===== src/rtl/useq_pkg.sv =====
// Shared types for the micro-sequencer: opcode encoding and default address width.
package useq_pkg;

  localparam int unsigned UseqAwDefault = 5;

  typedef enum logic [2:0] {
    OpNext = 3'b000,
    OpJmp  = 3'b001,
    OpJcc  = 3'b010,
    OpCall = 3'b011,
    OpRet  = 3'b100,
    OpHold = 3'b101,
    OpRst  = 3'b110,
    OpRsvd = 3'b111
  } useq_op_e;

endpackage


===== src/rtl/useq_stack.sv =====
// Return-address LIFO for the micro-sequencer; push and pop are never issued together.
module useq_stack #(
  parameter int unsigned AW    = 5,
  parameter int unsigned DEPTH = 4,
  localparam int unsigned CW   = $clog2(DEPTH + 1)
) (
  input  logic          clk,
  input  logic          reset,
  input  logic          push,
  input  logic          pop,
  input  logic          clear,
  input  logic [AW-1:0] push_data,
  output logic [AW-1:0] top,
  output logic [CW-1:0] count,
  output logic          full,
  output logic          empty
);

  logic [AW-1:0] mem_q [DEPTH];
  logic [CW-1:0] count_q, count_d;

  assign count = count_q;
  assign full  = (count_q == CW'(DEPTH));
  assign empty = (count_q == '0);

  always_comb begin
    count_d = count_q;
    if (clear) begin
      count_d = '0;
    end else if (push && !full) begin
      count_d = count_q + CW'(1);
    end else if (pop && !empty) begin
      count_d = count_q - CW'(1);
    end
  end

  always_ff @(posedge clk or posedge reset) begin
    if (reset) begin
      count_q <= '0;
    end else begin
      count_q <= count_d;
    end
  end

  // Entry i holds the return address pushed when occupancy was i; contents need no reset.
  always_ff @(posedge clk) begin
    for (int i = 0; i < int'(DEPTH); i++) begin
      if (push && !full && count_q == CW'(i)) begin
        mem_q[i] <= push_data;
      end
    end
  end

  always_comb begin
    top = '0;
    for (int i = 0; i < int'(DEPTH); i++) begin
      if (count_q == CW'(i + 1)) begin
        top = mem_q[i];
      end
    end
  end

endmodule


===== src/rtl/useq_sequencer.sv =====
// Micro-sequencer: registered upc with jump/branch/call/return and sticky error.
// Optional breakpoint/halt support is compiled in with USEQ_BRKPT_EN.
module useq_sequencer
  import useq_pkg::*;
#(
  parameter int unsigned    AW         = UseqAwDefault,
  parameter int unsigned    DEPTH      = 4,
  parameter logic [AW-1:0]  RESET_ADDR = '0,
  localparam int unsigned   SW         = $clog2(DEPTH + 1)
) (
  input  logic          clk,
  input  logic          reset,
  input  logic          en,
  input  useq_op_e      op,
  input  logic          cond,
  input  logic [AW-1:0] target,
  output logic [AW-1:0] upc,
  output logic [SW-1:0] sp,
  output logic          stack_full,
  output logic          stack_empty,
  output logic          err
`ifdef USEQ_BRKPT_EN
  ,
  input  logic [AW-1:0] brk_addr,
  input  logic          brk_arm,
  input  logic          resume,
  output logic          halted
`endif
);

  logic [AW-1:0] upc_q, upc_d, upc_inc, stack_top;
  logic          err_q, err_d;
  logic          push, pop, clear;
  logic          blocked;

  assign upc_inc = upc_q + AW'(1);
  assign upc     = upc_q;
  assign err     = err_q;

  useq_stack #(
    .AW    (AW),
    .DEPTH (DEPTH)
  ) u_stack (
    .clk       (clk),
    .reset     (reset),
    .push      (push),
    .pop       (pop),
    .clear     (clear),
    .push_data (upc_inc),
    .top       (stack_top),
    .count     (sp),
    .full      (stack_full),
    .empty     (stack_empty)
  );

`ifdef USEQ_BRKPT_EN
  logic halted_q, halted_d;

  // While halted only RST, or any op paired with resume, gets through.
  assign blocked = halted_q && !resume && (op != OpRst);
  assign halted  = halted_q;

  always_comb begin
    halted_d = halted_q;
    if (en) begin
      if (op == OpRst) begin
        halted_d = 1'b0;
      end else begin
        halted_d = (halted_q && !resume) || (brk_arm && (upc_d == brk_addr));
      end
    end
  end

  always_ff @(posedge clk or posedge reset) begin
    if (reset) begin
      halted_q <= 1'b0;
    end else begin
      halted_q <= halted_d;
    end
  end
`else
  assign blocked = 1'b0;
`endif

  always_comb begin
    upc_d = upc_q;
    err_d = err_q;
    push  = 1'b0;
    pop   = 1'b0;
    clear = 1'b0;
    if (en && !blocked) begin
      unique case (op)
        OpNext: upc_d = upc_inc;
        OpJmp:  upc_d = target;
        OpJcc:  upc_d = cond ? target : upc_inc;
        OpCall: begin
          if (stack_full) begin
            upc_d = upc_inc;
            err_d = 1'b1;
          end else begin
            push  = 1'b1;
            upc_d = target;
          end
        end
        OpRet: begin
          if (stack_empty) begin
            upc_d = upc_inc;
            err_d = 1'b1;
          end else begin
            pop   = 1'b1;
            upc_d = stack_top;
          end
        end
        OpHold: ;
        OpRst: begin
          upc_d = RESET_ADDR;
          err_d = 1'b0;
          clear = 1'b1;
        end
        OpRsvd: err_d = 1'b1;
        default: ;
      endcase
    end
  end

  always_ff @(posedge clk or posedge reset) begin
    if (reset) begin
      upc_q <= RESET_ADDR;
      err_q <= 1'b0;
    end else begin
      upc_q <= upc_d;
      err_q <= err_d;
    end
  end

endmodule


===== config.mk =====
export PLATFORM = sky130hd
export DESIGN_NAME = useq_sequencer
export DESIGN_NICKNAME = d
export VERILOG_FILES = /design/src/rtl/useq_pkg.sv /design/src/rtl/useq_stack.sv /design/src/rtl/useq_sequencer.sv
export SDC_FILE = /design/constraint.sdc
export NUM_CORES = 1
export LEC_CHECK = 0
export CORE_MARGIN = 5
export CORE_UTILIZATION = 48
export DETAILED_ROUTE_END_ITERATION = 10
export PLACE_DENSITY_LB_ADDON = 0.12
export SLEW_MARGIN = 20
export SYNTH_ARGS = -nofsm -noshare
export SYNTH_HDL_FRONTEND = slang
export SYNTH_SLANG_ARGS = --single-unit

===== constraint.sdc =====
create_clock -name clk -period 2.2 [get_ports clk]
set_clock_uncertainty 0.2 [all_clocks]
set_input_delay 0.44 -clock clk [delete_from_list [all_inputs] [get_ports clk]]
set_output_delay 0.44 -clock clk [all_outputs]
set_load 0.03 [all_outputs]

==> flow_results.org <==
** Cells and area
- Most used cells in the layout excluding fill and tap cells :: sky130_fd_sc_hd__buf_4, sky130_fd_sc_hd__nand2_1, sky130_fd_sc_hd__edfxtp_1, sky130_fd_sc_hd__clkdlybuf4s50_1, sky130_fd_sc_hd__a21oi_1
- Finished Layout Cells :: 248
- Fillers :: ~260
- End-of-flow core utilization :: 0.6701
- Total inserted antenna cells :: 0
- Post-route cell area :: 0.002218 sq mm
- Final net count :: between 200 and 250
- The library cell used most frequently in the layout, excluding fill and tap cells, is sky130_fd_sc_hd__buf_4.
- Area growth syn-to-layout :: 37.12%
- In the final layout, the share of cells above drive strength 1 is 0.2822.

** Synth
- Post-Synthesis Mean Instance Area :: slightly above 10 sq um
- For this run, the register share of the synthesized area comes to 0.5104.
- The synthesized netlist occupies a cell area of 0.001618 sq mm.
- After synthesis, the share of flip-flops with an asynchronous set or reset is 0.3103.
- In this run, synthesis produced a sequential element count of 29.
- Yosys Warn Count :: 0
- Post-synthesis compound-gate area fraction :: 0.1864
- Main combinational cell family by area after synthesis :: compound AO/OA/AOI/OAI gates
- Synth Net Count :: roughly 180
- Counting distinct cell types in the post-synthesis netlist gives 38.
- Measured against the total synthesized area, the mux share comes to 0.006187.
- Of the total synthesized cell area, the portion taken by AND, OR, NAND and NOR gates is 0.1725.
- Of the total synthesized cell area, the portion taken by XOR and XNOR cells is 0.02166.
- Post-synthesis share of cell area spent on full adders, half adders and majority gates :: 0.05414
- Cell count after synthesis :: approximately 160
- Top flip-flop cell by instance count after synthesis :: sky130_fd_sc_hd__edfxtp_1
- In this run, synthesis inferred 20 flip-flops with an integrated enable.

** Floorplan
- The die is just under 70 um tall.
- In this run the standard cell core region covers ~0.0033 sq mm.
- Starting density of the core :: 0.4887
- Horiz. Die Dim :: 68.06 um
- Number of primary I/O pins :: 23
- Row generation in the floorplan step produced 21 rows.
- The floorplan step defined a die boundary enclosing around 0.0046 sq mm.

** Global route
- The initial antenna violation count came to 0.
- Overflow left after global routing :: 0
- Entering global routing, the biggest net connects 16 pins.
- The via count of the first global-routing pass was approximately 1400.
- In the global route stage, overall resource usage came out at 0.1921.
- The first global-routing pass estimated ~6300 um of wire.

** Detailed routing
- Post-detailed-route count of antenna-violating nets :: 0
- Remaining routing DRC violations :: 0
- Detailed-route wire length :: between 4000 and 5000 um
- Using the TritonRoute via totals, the vias-per-cell ratio works out to between 5 and 6.
- For this run, the detailed router's first-pass iteration total came to 5.
- Routed WL per cell :: about 17 um
- Routed via count :: approximately 1400
- Detailed Route Iter0 Violations :: 63

** Clock network
- The longest clock path from root to sink contains 2 buffers.
- Number of levels in the clock H-tree :: 2
- Clock Sinks :: 29
- The tree is rooted in a sky130_fd_sc_hd__clkbuf_4.
- The later pin in the worst-skew pair is clocked with a latency of approximately 0.34 ns.
- Clock-pin slew was measured on the worst setup and hold paths at about 0.10 ns.
- TritonCTS built the clock tree.
- Clock tree synthesis inserted a total of 5 buffers.

** Timing
- Final critical delay including setup and external delays :: 2.156 ns
- Setup TNS :: 0 ns
- Worst slew margin relative to its limit :: 0.6023
- Max frequency :: approximately 460 MHz
- Final count of hold timing violations :: 0
- Setup repair after global routing could not meet its margin everywhere.
- For the pin with the worst max-slew slack, the measured transition is about 0.6 ns.
- Across all hold checks on the routed design, the worst slack comes to between 0.15 and 0.2 ns.
- Period utilization :: 0.9798
- Final setup violation count :: 0
- The number of slew-limit violations in the final report is 0.

** Placed design
- The count of buffers added on input and output ports is 22.
- Once placement completed, the tool counted placed cells totaling about 230.
- In this run the cell area measured after placement is a little over 0.002 sq mm.
- At the end of routability-driven placement, the weighted congestion stood at 0.8589.
- Summed over all nets, the half-perimeter wirelength after detailed placement is between 3000 and 4000 um.

** Critical path
- Along the worst path, the maximum fanout reaches 6.
- Data on the critical path is required at its endpoint by between 1.5 and 2 ns.
- At the worst endpoint, the arrival time is ~1.5 ns.
- WP buf/inv :: 1
- STA classifies the critical path endpoint as an output pin.
- Nature of the critical path startpoint :: flop
- Worst Setup Path Type :: flop to output pin
- On the critical path, the stage with the largest delay is an instance of sky130_fd_sc_hd__clkdlybuf4s50_1.
- Setup slack of the worst register-to-register path :: 0.07 ns
- Delay of the slowest cell on the worst path :: 0.72 ns
- Crit-path cells :: clkdlybuf4s50_1
- Top delay family on crit path :: buffers and inverters

** Pwr
- Cell Pwr Density :: roughly 1100 mW/mm^2
- The analysis attributes to cell leakage a power of around 0.85 nW.
- The worst-case IR drop observed on VDD is around 710 uV.

** Min path
- The path class of the tightest hold or removal check is input port to async pin.

** Status
- The flow ran to the end, and the final reports show no timing, DRC or antenna violations.

** Flow run
- Across the run, the number of max-cap violations was 0.
sequential cells by signal, indices dropped and copies added, names as in the netlist:
signal	cells
upc	5
err	1
u_stack.count	3
u_stack.mem_q	20
per-stage QoR:
stage | worst slack (ns) | total power [W]
6_report | 0.04449 | 0.002525
2_1_floorplan | -0.02497 | 0.001565
3_3_place_gp | 0.01119 | 0.001928
5_1_grt | -0.01020 | 0.002674
3_5_place_dp | -0.02537 | 0.001948
4_1_cts | 0.001145 | 0.002425
cells by family (layout without fill, tap and decap cells):
family,after synthesis,count (layout)
mux,1,1
buf+inv,17,63
compound gates,44,44
flops,29,29
xor+xnor,4,4
simple gates,54,54
fa+ha+maj,7,7
routing by layer:
metal / vias to the layer above / global-route usage / wire length, um / part of all wire
li1: 669 / - / - / -
met4: 0 / 0.08189 / 36 / 0.0088
met2: 48 / 0.3381 / 2107 / 0.51
met5: - / 0 / 0 / 0
met1: 660 / 0.2268 / 1705 / 0.41
met3: 4 / 0.03612 / 262 / 0.064
area by class of cell:
type | instances | area, sq um | share of cell area
well taps | 46 | 57.56 | 0.02594
multi-input cells | 110 | 815.8 | 0.3677
flip-flops and latches | 29 | 829.5 | 0.3739
inverters | 9 | 36.28 | 0.01636
repair buffers | 46 | 400.4 | 0.1805
clock buffers | 5 | 37.54 | 0.01692
clock inverters | 3 | 41.29 | 0.01861
repair_timing:
action,CTS,global route
buffers inserted,2,5
gates resized for setup,5,10
pin swaps,2,5
hold endpoints to repair,0,0
setup endpoints to repair,4,15
gates cloned,0,0
hold buffers,0,0
where the power goes:
| part | switching, W | total [W] | internal (W) |
|---|---|---|---|
| logic | 0.000743 | 0.00131 | 0.000571 |
| clock network | 0.000209 | 0.000444 | 0.000235 |
| registers | 0.0000623 | 0.000767 | 0.000705 |
synthesized netlist by cell type, drive strengths merged (2+ instances only):
library cell / number / area, sq um
a21oi: 13 / 65.06
a221oi: 5 / 43.79
a22oi: 2 / 15.01
a311oi: 2 / 35.04
a31oi: 3 / 18.77
and2: 2 / 12.51
buf: 7 / 41.29
dfrtp: 9 / 225.2
edfxtp: 20 / 600.6
ha: 7 / 87.58
inv: 9 / 33.78
nand2: 22 / 82.58
nand2b: 4 / 27.53
nand3: 5 / 25.02
nand4: 2 / 12.51
nor2: 10 / 37.54
nor3: 2 / 10.01
nor3b: 4 / 35.03
o21ai: 8 / 40.03
o22ai: 4 / 25.02
o31a: 2 / 17.52
xnor2: 2 / 17.52
xor2: 2 / 17.52
path summary, 6_finish.rpt:
path                                         startpoint                       endpoint  cells after the start
setup / recovery                     upc[0]$_DFFE_PP0P_                         upc[0]                      1
hold reg to reg                         err$_DFFE_PP0P_                err$_DFFE_PP0P_                      2
min in group clk                        err$_DFFE_PP0P_                err$_DFFE_PP0P_                      2
setup reg to reg           u_stack.count[0]$_DFFE_PP0P_  u_stack.mem_q[2][4]$_DFFE_PP_                      9
hold / removal                                    reset   u_stack.count[0]$_DFFE_PP0P_                      2
max in group asynchronous                         reset   u_stack.count[2]$_DFFE_PP0P_                      2
Power figures use the tool's default switching activity.
